**src/rtl/coin_acceptor.sv**
```systemverilog
// Coin sensor front end: synchronise and debounce two raw coin lines, queue
// accepted coins, and issue them one per cycle as the vending machine's 2-bit code.

module coin_acceptor_deb #(
  parameter int DEBOUNCE_CYCLES = 4
) (
  input  logic clk,
  input  logic rst,
  input  logic raw,
  output logic coin_ev
);
  localparam int CW = 8;
  localparam logic [CW-1:0] LAST = CW'(DEBOUNCE_CYCLES - 1);

  logic          s1_q, s1_d;
  logic          s2_q, s2_d;
  logic          stable_q, stable_d;
  logic          prev_q, prev_d;
  logic [CW-1:0] cnt_q, cnt_d;

  always_comb begin
    s1_d     = raw;
    s2_d     = s1_q;
    prev_d   = stable_q;
    stable_d = stable_q;
    cnt_d    = cnt_q;
    // Any cycle of agreement restarts the persistence count.
    if (s2_q == stable_q) begin
      cnt_d = '0;
    end else if (cnt_q == LAST) begin
      stable_d = s2_q;
      cnt_d    = '0;
    end else begin
      cnt_d = cnt_q + CW'(1);
    end
  end

  always_ff @(posedge clk or posedge rst) begin
    if (rst) begin
      s1_q     <= 1'b0;
      s2_q     <= 1'b0;
      stable_q <= 1'b0;
      prev_q   <= 1'b0;
      cnt_q    <= '0;
    end else begin
      s1_q     <= s1_d;
      s2_q     <= s2_d;
      stable_q <= stable_d;
      prev_q   <= prev_d;
      cnt_q    <= cnt_d;
    end
  end

  assign coin_ev = stable_q & ~prev_q;
endmodule

module coin_acceptor #(
  parameter int DEBOUNCE_CYCLES = 4,
  parameter int FIFO_DEPTH      = 4
) (
  input  logic                          clk,
  input  logic                          rst,
  input  logic                          coin5_raw,
  input  logic                          coin10_raw,
  input  logic                          hold,
  output logic [1:0]                    in_code,
  output logic                          reject,
  output logic [$clog2(FIFO_DEPTH):0]   fifo_count,
  output logic                          full
);
  localparam int AW = $clog2(FIFO_DEPTH);
  localparam int CW = AW + 1;
  localparam logic [CW-1:0] DEPTH_C = CW'(FIFO_DEPTH);

  logic [1:0] raw_vec;
  logic [1:0] ev;

  assign raw_vec = {coin10_raw, coin5_raw};

  // Channel 0 is the 5-unit sensor, channel 1 the 10-unit sensor.
  for (genvar ch = 0; ch < 2; ch++) begin : g_deb
    coin_acceptor_deb #(.DEBOUNCE_CYCLES(DEBOUNCE_CYCLES)) u_deb (
      .clk     (clk),
      .rst     (rst),
      .raw     (raw_vec[ch]),
      .coin_ev (ev[ch])
    );
  end

  logic [FIFO_DEPTH-1:0][1:0] mem_q, mem_d;
  logic [AW-1:0]              wr_q, wr_d;
  logic [AW-1:0]              rd_q, rd_d;
  logic [CW-1:0]              count_q, count_d;
  logic [1:0]                 in_code_q, in_code_d;
  logic                       reject_q, reject_d;

  logic       pop, push, one_ev, both_ev;
  logic [1:0] push_code;

  always_comb begin
    pop       = !hold && (count_q != '0);
    one_ev    = ev[0] ^ ev[1];
    both_ev   = ev[0] & ev[1];
    // A pop in the same cycle frees the slot a push into a full queue needs.
    push      = one_ev && ((count_q != DEPTH_C) || pop);
    push_code = ev[1] ? 2'b10 : 2'b01;

    mem_d   = mem_q;
    wr_d    = wr_q;
    rd_d    = rd_q;
    count_d = count_q;

    if (push) begin
      mem_d[wr_q] = push_code;
      wr_d        = wr_q + AW'(1);
    end
    if (pop) begin
      rd_d = rd_q + AW'(1);
    end
    case ({push, pop})
      2'b10:   count_d = count_q + CW'(1);
      2'b01:   count_d = count_q - CW'(1);
      default: count_d = count_q;
    endcase

    in_code_d = pop ? mem_q[rd_q] : 2'b00;
    reject_d  = both_ev | (one_ev & ~push);
  end

  always_ff @(posedge clk or posedge rst) begin
    if (rst) begin
      mem_q     <= '0;
      wr_q      <= '0;
      rd_q      <= '0;
      count_q   <= '0;
      in_code_q <= 2'b00;
      reject_q  <= 1'b0;
    end else begin
      mem_q     <= mem_d;
      wr_q      <= wr_d;
      rd_q      <= rd_d;
      count_q   <= count_d;
      in_code_q <= in_code_d;
      reject_q  <= reject_d;
    end
  end

  assign in_code    = in_code_q;
  assign reject     = reject_q;
  assign fifo_count = count_q;
  assign full       = (count_q == DEPTH_C);
endmodule

```
**config.mk**
```make
export PLATFORM = sky130hd
export DESIGN_NAME = coin_acceptor
export DESIGN_NICKNAME = d
export VERILOG_FILES = /design/src/rtl/coin_acceptor.sv
export SDC_FILE = /design/constraint.sdc
export NUM_CORES = 1
export LEC_CHECK = 0
export CAP_MARGIN = 20
export CORE_UTILIZATION = 52
export DETAILED_ROUTE_END_ITERATION = 8
export PLACE_DENSITY = 0.74
export SYNTH_ARGS = -nofsm -noshare
export SYNTH_HDL_FRONTEND = slang
export SYNTH_SLANG_ARGS = --single-unit
```
**constraint.sdc**
```tcl
create_clock -name clk -period 2 [get_ports clk]
set_input_delay 0.2 -clock clk [delete_from_list [all_inputs] [get_ports clk]]
set_output_delay 0.2 -clock clk [all_outputs]
set_load 0.02 [all_outputs]
```
======== Word level (Yosys, flattened, before mapping) ========
Index checks and enable logic that the tools add are counted.
Widths: inputs -> output; s select.
storage, ports and cells
  flip-flop bits (word level) ............. 42
  logic and storage cells ................. 68
operators by class
  add/subtract/negate cells ............... 6
  order comparisons ....................... 3
  equal/unequal tests ..................... 8
  muxes and demuxes ....................... 12
  bitwise operators ....................... 11
  reduce and logical (&&, ||, !) cells .... 9
operator list
  operator             number
  $mux 8               4
  $add 8x1->8 const B  2
  $eq 8x2->1 const B   2
  $bwmux 8             1
  $mux 2               4
  $lt 2x3->1 const B   2
  $pmux 3 s2           1
  $not 1->1            5
  $add 2x1->2 const B  2
  $and 1x1->1          4
  $bmux 2 s2           1
  $demux 2 s2          1
  $reduce_and 2->1     2
  $add 3x1->3 const B  1
  $eq 3x3->1 const B   1
  $logic_and 1x1->1    3
  $ne 3x3->1 const B   1
  $reduce_bool 3->1    1
  $sub 3x1->3 const B  1
  $eq 1x1->1           2
  $eq 2x1->1 const B   1
  $eq 2x2->1 const B   1
  $ge 2x1->1 const B   1
  $reduce_bool 2->1    1
  other kinds (4)      4

======== Depth between registers and ports, before layout ========
Gate-level depths: netlist of the first run.
  depth after elaboration ................. 7
  depth in mapped cells ................... 10

======== By module ========
Synthesis of the first run repeated with hierarchy kept, for this count alone.
second synthesis, totals
  cells, all modules ...................... 166
  area, all modules ....................... 1973.1 um^2
modules (own cells, without submodules)
  module             instances  cells each  area an instance (um^2)  sequential area each (um^2)
  coin_acceptor_deb  2          47          528.0                    300.3
  coin_acceptor      1          72          917.1                    450.4

======== Worst setup path before layout of the first run ========
No wires, ideal clock.
  path type ............................... reg2reg
  start point ............................. register g_deb[1].u_deb.stable_q
  end point ............................... register count_q[2] (netlist: fifo_count[2])
  setup time .............................. 80 ps
  arrival ................................. 2035 ps
  data required time ...................... 1920 ps
  path slack .............................. -115 ps
  cell stages (with the launch flop) ...... 11
  clock period less this slack ............ 2115 ps
  cell sequence ........................... dfrtp_1 > nand2b_1 > inv_1 > ha_1 > nand2b_4 > ha_1 > inv_1 > fa_1 > xor2_1 > nor2_1 > xor2_1
on the way
  word-level cells in the longest chain between the ends .. 5
  elaborated cells on any way between the ends .. 7
  classes of those cells .................. eq/ne: 2; mux: 1; bitwise: 2; reduce/logical: 2
RTL lines
  what                                             RTL line  RTL
  start: declaration                               17        logic stable_q, stable_d;
  start signal: assignment                         48        stable_q <= stable_d;
  $and 1x1->1 (*)                                  54        assign coin_ev = stable_q & ~prev_q;
  named net g_deb[1].u_deb.coin_ev                 10        output logic coin_ev
  $xor 1x1->1 (*)                                  102       one_ev = ev[0] ^ ev[1];
  $logic_and 1x1->1 (*)                            105       push = one_ev && ((count_q != DEPTH_C) || pop);
  $eq 2x1->1 or $eq 2x2->1 (tied branches)         120       case ({push, pop})
  $pmux 3 s2 or $reduce_bool 2->1 (tied branches)  --
  end signal: assignment                           142       count_q <= count_d;
  end: declaration                                 93        logic [CW-1:0] count_q, count_d;
The timed path passes the listed nets; every way through them passes the cells marked *.
A chain may end at the register's enable or synchronous reset.

======== Final worst setup path of the first run ========
Ends and elaborated chain as after synthesis.

==> impl_metrics.yaml, run 1 <==
floorplan:
  pin_count: 12
  initial_core_util_pct: 55.3
  dieArea_um2: 3880
  die_width_um: 62.3
  num_rows: 21
  core_area_um2: 3420
  die_h_um: 62.3
sta:
  period_needed_ns: 1.88
  tightest_slew_ns: 0.502
  fin_tns_setup_ns: 0
  clock.fmax_mhz: 531
  slew_headroom_pct: 66.5
  rsz0062_at_grt: "no"
  fin_ws_ns: 0.116
  hold_viol: 0
  min_period_over_period_pct: 94.2
  finalSetupViolCount: 0
  final_max_slew_viol_count: 0
  fin_worst_skew_ns: 0.00865
placement:
  hpwl_um: 2230
  dp_slack_ns: -0.138
  globalplace.congestion: 0.756
  io_buffers: 11
  dpl-instance-area_um2: 2160
synthesis:
  synth.cell_area_um2: 1890
  ys_seq_area_share_pct: 55.6
  synth_fa_ha_area_share_pct: 6.36
  async_flop_share_pct: 100
  synth-seq-cells: 42
  syn-mean-instance-area_um2: 12.0
  yosysMostFrequentCell: "dfrtp_1"
  syn_nets: 172
  synth-edff-count: 0
  ys_types: 31
  synth_simple_gate_area_share_pct: 14.8
  yosysWarnings: 0
  synth_xor_area_share_pct: 6.49
  synth.area.mux_share_pct: 8.87
  synth.top_cell.area_share_pct: 55.6
  synth_area_leaders: "dfrtp_1, mux2_2, ha_1, xor2_1, nor2_1"
  ys_top_cells_by_count: "dfrtp_1, nor2_1, inv_1"
  synth_top_family_by_area: "simple AND/OR/NAND/NOR gates"
  ys.flop_type: "dfrtp_1"
  yosysTopAreaCell: "dfrtp_1"
  synth_compound_area_share_pct: 5.70
  syn_inst: 158
power:
  peakVddDrop_mv: 0.517
  power.density_nw_per_um2: 1420
  p_leak_uw: 0.00102
drt:
  ant_nets: 0
  vias_per_cell: 5.23
  drtPass1Iterations: 4
  post_drt_wl_per_cell_um: 13.2
  drtIter0Drc: 28
  drc: 0
  vias: 1235
  routed_wl_um: 3110
worst_setup_path:
  r2r_end: "fifo_count[2]"
  endpoint_kind: "register"
  cp_data_required_time_ns: 2.27
  worst_ep_arrival_time_ns: 2.15
  reg2regPathDepth: 10
  reg2reg_from: "g_deb[1].u_deb.prev_d"
  rrSetupSlack_ns: 0.12
  crit_type: "reg -> reg"
  crit_fanout: 2
  critPathLaunchType: "register"
finish:
  fill_cells: 270
  final_nets: 204
  final_area_um2: 2250
  antenna_cells: 0
  area_delta_synth_final_pct: 19.3
  drive_above_1_share_pct: 24.7
cts:
  clock_sinks: 42
  holdBufCountCts: 0
  cts_made_buffers: 5
  htree_levels: 2
  clk_latency_ns: 0.34
  clockBufferDepth: 2
  clk_pin_slew_ns: 0.12
  cts_tree: "built"
  clockRootBuffer: "clkbuf_4"
global_route:
  antenna_found_initial: 0
  grt_max_degree: 43
  grt_pass1_wl_um: 5530
  grt_overflow: 0
  grt_pass1_vias: 1284
  grt_use_total_pct: 18.5
run_status:
  status: "finished, final reports clean"
flow_run:
  max_cap_viol_count: 0
worst_hold_path:
  hold_path.class: "in -> async"
[cell usage in the layout, fill, tap and decap left out, types with 5 or more instances in the layout]
master and n:
clkdlybuf4s50_1 10, nand2_1 8, nand3_1 7, o21ai_0 7, xnor2_1 6, or3_1 6, a21oi_1 6, clkbuf_4 5
dfrtp_1 41, nor2_1 16, inv_1 10, mux2_2 10, buf_4 14, ha_1 6, xor2_1 8
[cell families (layout without fill, tap and decap cells)]
| family | count (synthesis) | after routing |
|---|---|---|
| flip-flops | 42 | 42 |
| adder cells (fa/ha/maj) | 9 | 9 |
| AO/OA/AOI/OAI | 17 | 17 |
| XOR/XNOR | 14 | 14 |
| multiplexers | 13 | 13 |
| buffers and inverters | 11 | 43 |
| AND/OR/NAND/NOR | 52 | 52 |
[state kept, by name, indices dropped and copies added (netlist names)]
signal / flops
wr_q: 2
rd_q: 2
g_deb.u_deb.prev_q: 2
g_deb.u_deb.s1_q: 2
mem_q: 8
g_deb.u_deb.s2_q: 2
g_deb.u_deb.cnt_q: 16
in_code: 2
fifo_count: 3
g_deb.u_deb.prev_d: 2
reject: 1
[how the worst max path moves through the flow]
stage	cells after the start	slack, ns	to	startpoint
floorplan	10	0.001	fifo_count[2]	g_deb[1].u_deb.prev_q
global placement	9	-0.06	fifo_count[2]	hold
detailed placement	9	-0.14	fifo_count[2]	hold
CTS	10	-0.01	fifo_count[2]	g_deb[1].u_deb.prev_q
global route	10	0.03	fifo_count[2]	g_deb[1].u_deb.prev_d
finish	10	0.12	fifo_count[2]	g_deb[1].u_deb.prev_d
[power breakdown]
| group | switching (uW) | total, uW | internal (uW) |
|---|---|---|---|
| Clock | 252 | 378 | 127 |
| Sequential | 204 | 1320 | 1110 |
| Combinational | 676 | 1520 | 841 |
| Total | 1130 | 3210 | 2080 |
[layer usage]
metal  vias up  global-route usage, %  wire length (um)
li1        602                      -                 -
met1       606                   20.3              1330
met2        20                   33.1              1620
met3         7                   6.43               112
met4         0                   6.40                43
met5         -                      0                 0
[per-stage QoR]
stage / util (%) / hold slack (ns) / instances / total power, uW
global placement: 63.3 / 0.333 / 227 / 2670
finish: 66.0 / 0.268 / 236 / 3210
detailed placement: 63.3 / 0.337 / 227 / 2740
global route: 66.0 / 0.276 / 236 / 3470
floorplan: - / 0.231 / 158 / 2240
CTS: 64.6 / 0.265 / 234 / 3150
[timing repair]
| action | in CTS | in global routing |
|---|---|---|
| resized for setup | 2 | 7 |
| hold endpoints to repair | 0 | 0 |
| setup endpoints to repair | 2 | 1 |
| pin swaps | 0 | 1 |
| setup buffers | 0 | 2 |
[cell type report]
class	count	area, um^2	share of cell area [%]
Sequential cell	42	1050	46.7
Clock buffer	5	37.5	1.66
Tap cell	46	57.6	2.55
Multi-Input combinational cell	105	840	37.2
Timing Repair Buffer	25	214	9.49
Inverter	11	43.8	1.94
Clock inverter	2	10.0	0.444
[critical path, cell delays in order (launching register included)]
cell      delay [ns]
dfrtp_1         0.43
nand2b_4        0.10
inv_4           0.04
ha_4            0.24
nand2b_4        0.08
ha_4            0.12
inv_1           0.05
fa_2            0.33
xor2_1          0.14
nor2_1          0.13
xor2_1          0.15
Power figures use the tool's default switching activity.
==> run 2, diff against run 1 <==
Settings changed: CORE_MARGIN set to 2, CORE_UTILIZATION 52 to 55, CTS_BUF_LIST set to sky130_fd_sc_hd__clkbuf_4 sky130_fd_sc_hd__clkbuf_8, PLACE_DENSITY 0.74 to 0.78.
Clock period 2 ns to 1.6 ns, I/O delays scaled along.
==> impl_metrics.yaml, run 2 (same netlist as run 1, synthesis figures left out) <==
worst_setup_path:
  critPathSlowestCell: "dfrtp_2"
  cp_data_required_time_ns: 1.90
  crit_chain: "and4bb_2 > nand2b_4 > ha_4 > inv_2 > fa_2 > xor2_1 > nor2_1 > xor2_1"
  critPathLaunchType: "register"
  endpoint_kind: "register"
  path_delay_family: "simple AND/OR/NAND/NOR gates"
  crit_type: "reg -> reg"
  cp_common_cell: "xor2_1"
  crit_fanout: 2
  max_stage_delay_ns: 0.42
  worst_ep_arrival_time_ns: 2.11
  path_buf_inv: 1
finish:
  drive_above_1_share_pct: 34.3
  area_delta_synth_final_pct: 30.2
  final_common_cell: "dfrtp_1"
  antenna_cells: 0
  largest-register: "g_deb.u_deb.cnt_q"
  final_nets: 212
  largest_reg_flops: 16
  final_cell_mix: "dfrtp_1, buf_4, nor2_1, inv_1"
  final_area_um2: 2460
  utilization_pct: 74.3
power:
  power.density_nw_per_um2: 1910
  p_leak_uw: 0.00112
  peakVddDrop_mv: 1.06
drt:
  post_drt_wl_per_cell_um: 15.2
  drc: 0
  vias: 1333
  routed_wl_um: 3710
  drtPass1Iterations: 4
  drtIter0Drc: 73
  ant_nets: 0
  vias_per_cell: 5.46
sta:
  fin_worst_skew_ns: 0.0164
  slew_headroom_pct: 79.1
  clock.fmax_mhz: 550
  rsz0062_at_grt: "yes"
  hold_viol: 0
  finalSetupViolCount: 3
  fin_ws_ns: -0.219
  timing.hold.ws_ns: 0.150
  min_period_over_period_pct: 114
  final_max_slew_viol_count: 0
  fin_tns_setup_ns: -0.470
  period_needed_ns: 1.82
  tightest_slew_ns: 0.311
cts:
  htree_levels: 2
  cts_made_buffers: 5
  clk_pin_slew_ns: 0.12
  cts_tree: "built"
  clockRootBuffer: "clkbuf_4"
  clk_latency_ns: 0.36
  clock_sinks: 42
  clockBufferDepth: 2
floorplan:
  core_area_um2: 3310
  initial_core_util_pct: 57.1
  die_width_um: 62.6
  pin_count: 12
  die_h_um: 62.6
  num_rows: 21
  dieArea_um2: 3920
placement:
  dp_slack_ns: -0.439
  dpl-instance-area_um2: 2250
  hpwl_um: 2670
  globalplace.congestion: 0.896
  io_buffers: 11
global_route:
  grt_pass1_wl_um: 6520
  grt_pass1_vias: 1409
  antenna_found_initial: 0
  grt_use_total_pct: 21.9
  grt_overflow: 0
  grt_max_degree: 43
flow_run:
  max_cap_viol_count: 0
worst_hold_path:
  hold_path.class: "in -> async"
run_status:
  status: "finished, violations left"
  violations: "negative setup slack"
-- run 2: repair_timing --
action,4_1_cts,5_1_grt
endpoints found under the hold margin,0,0
endpoints found under the setup margin,14,19
setup buffers,1,1
gates resized for setup,17,21
hold buffers,0,0
pin swaps,4,4
-- run 2: worst register-to-register path, stage by stage (launching register included) --
cell and delay, ns:
dfrtp_2 0.42, and4bb_2 0.31, nand2b_4 0.14, ha_4 0.13, inv_2 0.03, fa_2 0.33, xor2_1 0.15, nor2_1 0.11
xor2_1 0.14
-- run 2: final timing paths --
kind / cells after the start / startpoint / to / slack [ns]
worst max-delay path: 8 / fifo_count[1] / fifo_count[2] / -0.22
worst min-delay path: 3 / rst / wr_q[1] / 0.15
worst max register to register: 8 / fifo_count[1] / fifo_count[2] / -0.22
worst min register to register: 0 / g_deb[0].u_deb.s1_q / g_deb[0].u_deb.s2_q / 0.36
max in group asynchronous: 3 / rst / g_deb[1].u_deb.prev_d / 1.25
min in group clk: 1 / coin5_raw / g_deb[0].u_deb.s1_q / 0.24
-- run 2: area by class of cell --
cell class	count	area, um^2
inverters	11	43.8
well taps	46	57.6
multi-input cells	105	940
clock inverters	1	30.0
fillers	238	851
clock buffers	6	51.3
flip-flops and latches	42	1050
repair buffers	33	284
-- run 2: metrics by stage --
stage / power (uW) / std cells
3_3_place_gp: 3520 / 235
4_1_cts: 4490 / 243
3_5_place_dp: 3690 / 235
5_1_grt: 5020 / 244
6_report: 4700 / 244
2_1_floorplan: 2870 / 158
-- run 2: per-layer routing --
layer  global-route usage, %  vias to the layer above  wire (um)
met1                    23.2                      674       1380
met5                       0                        -          0
met2                    41.4                       28       2060
li1                        -                      614          -
met3                    5.95                       17        137
met4                    7.78                        0        129
-- run 2: where the power goes --
group	internal, uW	leakage, uW	switching, uW	total, uW
registers	1390	0.000529	259	1650
clock network	364	0.0000443	329	693
logic	1290	0.000545	1070	2360
